[src/rtl/reg_pipe.sv]
// Elastic register pipeline: DEPTH valid/data stages with ready/valid handshakes
// at both ends, bubble collapsing, flush and a live occupancy count.
module reg_pipe #(
   parameter int               WIDTH     = 32,
   parameter int               DEPTH     = 3,
   parameter logic [WIDTH-1:0] RESET_VAL = '0
) (
   input  logic                       clk,
   input  logic                       rst,
   input  logic                       flush,
   input  logic                       in_valid,
   output logic                       in_ready,
   input  logic [WIDTH-1:0]           in_data,
   output logic                       out_valid,
   input  logic                       out_ready,
   output logic [WIDTH-1:0]           out_data,
   output logic [$clog2(DEPTH+1)-1:0] count
);

   localparam int CW = $clog2(DEPTH+1);

   logic [DEPTH-1:0] valid;
   logic [WIDTH-1:0] data [DEPTH];
   logic [DEPTH-1:0] rdy;
   logic             rdy_acc;
   logic             in_fire;
   logic             out_fire;

   // A stage may load if it or any stage downstream of it is empty, or the sink drains.
   always_comb begin
      rdy_acc = out_ready;
      rdy     = '0;
      for (int i = DEPTH - 1; i >= 0; i--) begin
         rdy_acc = rdy_acc | ~valid[i];
         rdy[i]  = rdy_acc;
      end
   end

   assign in_ready  = rdy[0] & ~flush & ~rst;
   assign in_fire   = in_valid & in_ready;
   assign out_fire  = valid[DEPTH-1] & out_ready;
   assign out_valid = valid[DEPTH-1];
   assign out_data  = data[DEPTH-1];

   // Data registers only capture when a valid word actually moves in.
   always_ff @(posedge clk) begin
      if (rst) begin
         valid <= '0;
         count <= '0;
         for (int i = 0; i < DEPTH; i++) begin
            data[i] <= RESET_VAL;
         end
      end else if (flush) begin
         valid <= '0;
         count <= '0;
      end else begin
         if (rdy[0]) begin
            valid[0] <= in_fire;
            if (in_fire) begin
               data[0] <= in_data;
            end
         end
         for (int i = 1; i < DEPTH; i++) begin
            if (rdy[i]) begin
               valid[i] <= valid[i-1];
               if (valid[i-1]) begin
                  data[i] <= data[i-1];
               end
            end
         end
         if (in_fire && !out_fire) begin
            count <= count + CW'(1);
         end else if (!in_fire && out_fire) begin
            count <= count - CW'(1);
         end
      end
   end

endmodule
[config.mk]
export PLATFORM = sky130hd
export DESIGN_NAME = reg_pipe
export DESIGN_NICKNAME = d
export VERILOG_FILES = /design/src/rtl/reg_pipe.sv
export SDC_FILE = /design/constraint.sdc
export NUM_CORES = 1
export LEC_CHECK = 0
export CAP_MARGIN = 40
export CORE_MARGIN = 4
export CORE_UTILIZATION = 25
export DETAILED_ROUTE_END_ITERATION = 10
export GPL_TIMING_DRIVEN = 0
export PLACE_DENSITY_LB_ADDON = 0.08
export SLEW_MARGIN = 20
export SYNTH_ARGS = -nofsm -noshare
export SYNTH_HDL_FRONTEND = slang
export SYNTH_SLANG_ARGS = --single-unit
[constraint.sdc]
create_clock -name clk -period 3.3 [get_ports clk]
set_input_delay 0.99 -clock clk [delete_from_list [all_inputs] [get_ports clk]]
set_output_delay 0.99 -clock clk [all_outputs]
set_load 0.02 [all_outputs]
; ---- Yosys cells after proc, flatten, opt, wreduce, memory -nomap -nowiden
; Memory sizes are Yosys's and may differ from the RTL's.
; Cells that the tools add are included.
[word_totals]
word_cells = 50
output_inout_bits = 36
ram_bits = 96
regBits = 5
memories = 1
[memory_table]
columns = memory, words, width, read_ports, rd_ports_with_merged_regs, wr, line
row1 = data, 3, 32, 3, 0, 3, 23  ; logic [WIDTH-1:0] data [DEPTH];
[op_classes]
add_sub_neg = 2
n_reduce_logical = 6
bitwise_logic = 15
muxes = 22
[ops]
columns = cell, count
row1 = $mux 32, 3
row2 = $mux 1, 17
row3 = $or 1x1->1, 6
row4 = $not 1->1, 5
row5 = $and 1x1->1, 4
row6 = $mux 2, 2
row7 = $add 2x1->2 const B, 1
row8 = $logic_and 1x1->1, 2
row9 = $logic_not 1->1, 2
row10 = $reduce_bool 2->1, 1
row11 = $reduce_or 2->1, 1
row12 = $sub 2x1->2 const B, 1

; ---- Depth between registers and ports, before layout
[depth]
depth_word = 13
depth_mapped = 6
mapped_depth_nobuf = 6

; ---- Least setup slack after synthesis
; No wires, ideal clock.
[synth_path]
path_kind = in2reg
from = input port out_ready
to = memory data[1][0] (netlist: data[0][32]) (enable)
slack_ns = 0.125
setup_ns = 0.428
path_stages = 2
t_arrival_ns = 2.748
path_buffers = 0
path_cell_list = and3b_1 o21bai_1
[synth_rtl]
columns = element, line
row1 = "start, declared", 15  ; input logic out_ready,
row2 = "end, declared", 23

; ---- Worst setup path after layout
[layout_path]
from = input port rst
to = output port in_ready
[layout_via]
elab_chain_cells = 2
[layout_lines]
columns = element, line
row1 = "start, declared", 9  ; input logic rst,
row2 = $not 1->1, 39  ; assign in_ready = rdy[0] & ~flush & ~rst;
row3 = $and 1x1->1, 39
row4 = "end, declared", 12  ; output logic in_ready,
; No other way between the ends.

==> metrics.md <==
| Metric | Value |
|---|---|
| Fin crit share | `93.9%` |
| Vias | `2094` |
| CTS Hold Buffers Added | `0` |
| Post-Layout Cell Count | `575` |
| Nets | `392` |
| Antenna diode count | `0` |
| Yosys warning count | `0` |
| Antenna Violating Nets Remaining | `0` |
| Compound-Gate Fraction of Synth Area | `1.28%` |
| Max-cap violation count | `0` |
| Crit Path Class | `input pin to output port` |
| Skew final | `0.00423 ns` |
| Post-Synthesis Cells | `268` |
| Top post-synthesis cells by area | `edfxtp_1 (70%), and2_1 (15%), buf_4 (5.9%)` |
| Post-synthesis mux area share | `0%` |
| XOR/XNOR Fraction of Synth Area | `0.427%` |
| Count of final hold-check violations | `0` |
| Post-Route WL | `7000 um` |
| CTS clk-pin slew, worst paths | `0.06 ns` |
| P_leak | `0.00206 uW` |
| Final setup vio count | `0` |
| Power density cells | `521 nW/um^2` |
| Largest family of logic cells by synthesized area | `simple AND/OR/NAND/NOR gates` |
| Post-CTS setup buffers | `0` |
| Number of H-tree levels | `3` |
| Max-slew violations | `0` |
| Outcome | `complete, no violations` |
| Clock latency on the worst-skew pair | `0.35 ns` |
| CTS max path bufs | `2` |
| Total die area | `18500 um^2` |
| Global-route wire length before repair | `11300 um` |
| Adder-cell share of the synthesized area | `0.305%` |
| Drt first pass iters | `3` |
| Synthesized area per cell | `15.3 um^2` |
| Worst setup SP type | `input pin` |
| Vias in the first global route | `2106` |
| VDD IR-drop max | `0.222 mV` |
| Relative slew slack | `57.7%` |
| WL/cell | `12.2 um` |
| R2r endpoint | `data[0][83]$_SDFFCE_PN0P_` |
| Clk sinks | `101` |
| Largest net degree at the start of global routing | `24` |
| Die width | `136 um` |
| Dpl cells | `559` |
| Initial core utilization | `25.6%` |
| Synth unique cells | `22` |
| R2r startpoint | `valid[2]$_SDFFE_PP0P_` |
| Io pins | `73` |
| Core area | `16000 um^2` |
| GP Congestion | `0.648` |
| 1st-iter DRT viols | `67` |
| # DRC | `0` |
| Tightest Hold Check Type | `register to register` |
| Initial antenna violation count | `0` |
| Worst Hold Path EP | `count[1]$_SDFFE_PP0P_` |
| Post-synthesis simple-gate area fraction | `17.2%` |
| Post-cts sizing count | `1` |
| Buffers on Ports | `72` |
| Min-delay src | `count[1]$_SDFFE_PP0P_` |
| CP arrival | `2.11 ns` |
| Syn Std Cell Area | `4100 um^2` |
| Min Hold Slack | `0.492 ns` |
| Vias/cell | `3.64` |
| Synth area leader | `edfxtp_1` |
| Syn-to-layout area delta | `33.9%` |
| Worst path required time | `2.31 ns` |
| All-layer global routing usage | `8.46%` |
| Most frequent cells in the layout | `and2_1 (96), edfxtp_1 (96), clkdlybuf4s50_1 (71)` |
| Hold path depth | `2` |
| Die Span Y | `136 um` |
| RSZ-0062 raised after global routing | `false` |
| Final min period | `3.10 ns` |
| Worst R2R Path Depth | `4` |
| Worst setup EP type | `output port` |
| Layout cells sized above 1 | `17.3%` |
| Reg2reg setup slack | `1.57 ns` |
| Post-DP HPWL | `4860 um` |
| Share of the synthesized area in the top cell type | `70.3%` |
| Root Buffer Master | `clkbuf_16` |
| Max Clock Freq | `323 MHz` |
| Worst Tran Pin Value | `0.632 ns` |
| Post-Syn Nets | `306` |
| Part of the Yosys area used for sequential elements | `72.8%` |
| Crit Path Max Fanout | `7` |
| CTS tree | `done` |
| Overflow after GRT | `0` |
| Row Count | `46` |
| CTS Buf Count | `9` |
| #FFs+latches synth | `101` |
[critical path, stage by stage]
cell	delay (ns)
clkdlybuf4s50_1	0.48
or2_1	0.25
buf_6	0.14
nor2_1	0.08
clkbuf_2	0.17
[how the worst max path moves through the flow]
stage	start	endpoint	slack, ns
finish	rst	in_ready	0.20
global route	rst	in_ready	0.12
CTS	rst	in_ready	0.02
detailed placement	rst	in_ready	-0.24
global placement	out_ready	data[0][32]$_SDFFCE_PN0P_	-1.38
floorplan	out_ready	data[0][32]$_SDFFCE_PN0P_	0.12
[cells in the mapped netlist (all sizes together)]
master / n
and2: 96
edfxtp: 96
buf: 38
nor2: 10
clkbuf: 5
dfxtp: 5
nand2b: 2
o21bai: 2
or2: 2
xor2: 2
a21oi: 1
and3b: 1
and4b: 1
ha: 1
nand2: 1
nor2b: 1
o21ai: 1
o32ai: 1
or3: 1
or3b: 1
[logic make-up after synthesis]
family                   Yosys count
AND/OR/NAND/NOR                  116
flip-flops                       101
buffers and inverters             43
AO/OA/AOI/OAI                      5
XOR/XNOR                           2
adder cells (fa/ha/maj)            1
[power breakdown]
part           internal (uW)  switching, uW
sequential              1480           13.9
clock                    660            458
combinational            137            111
[registers in the layout, summed over array words and instances (netlist names)]
name   cells
count      2
data      96
valid      3
[per-layer routing]
layer	track usage [%]	wire length, um	up-vias
li1	-	-	1057
met1	9.32	2730	974
met2	14.0	3660	46
met3	2.33	338	17
met4	6.22	269	0
met5	0	0	-
[through the flow]
stage | total power (uW) | area, um^2 | setup slack, ns | setup TNS (ns) | util (%)
2_1_floorplan | 1650 | 4100 | 0.125 | 0 | -
3_3_place_gp | 1770 | 5090 | -1.38 | -85.67 | 31.8
3_5_place_dp | 1780 | 5180 | -0.244 | -0.244 | 32.4
4_1_cts | 2910 | 5490 | 0.0246 | 0 | 34.3
5_1_grt | 2990 | 5490 | 0.124 | 0 | 34.3
6_report | 2860 | 5490 | 0.202 | 0 | 34.3
[area by class of cell]
type / instances / area (um^2)
buffer: 43 / 327
fill: 1604 / 10500
tap: 216 / 270
clock inverter: 7 / 90.1
multi-input combinational: 124 / 812
clock buffer: 9 / 225
timing repair buffer: 75 / 783
sequential: 101 / 2980
Power figures use the tool's default switching activity.
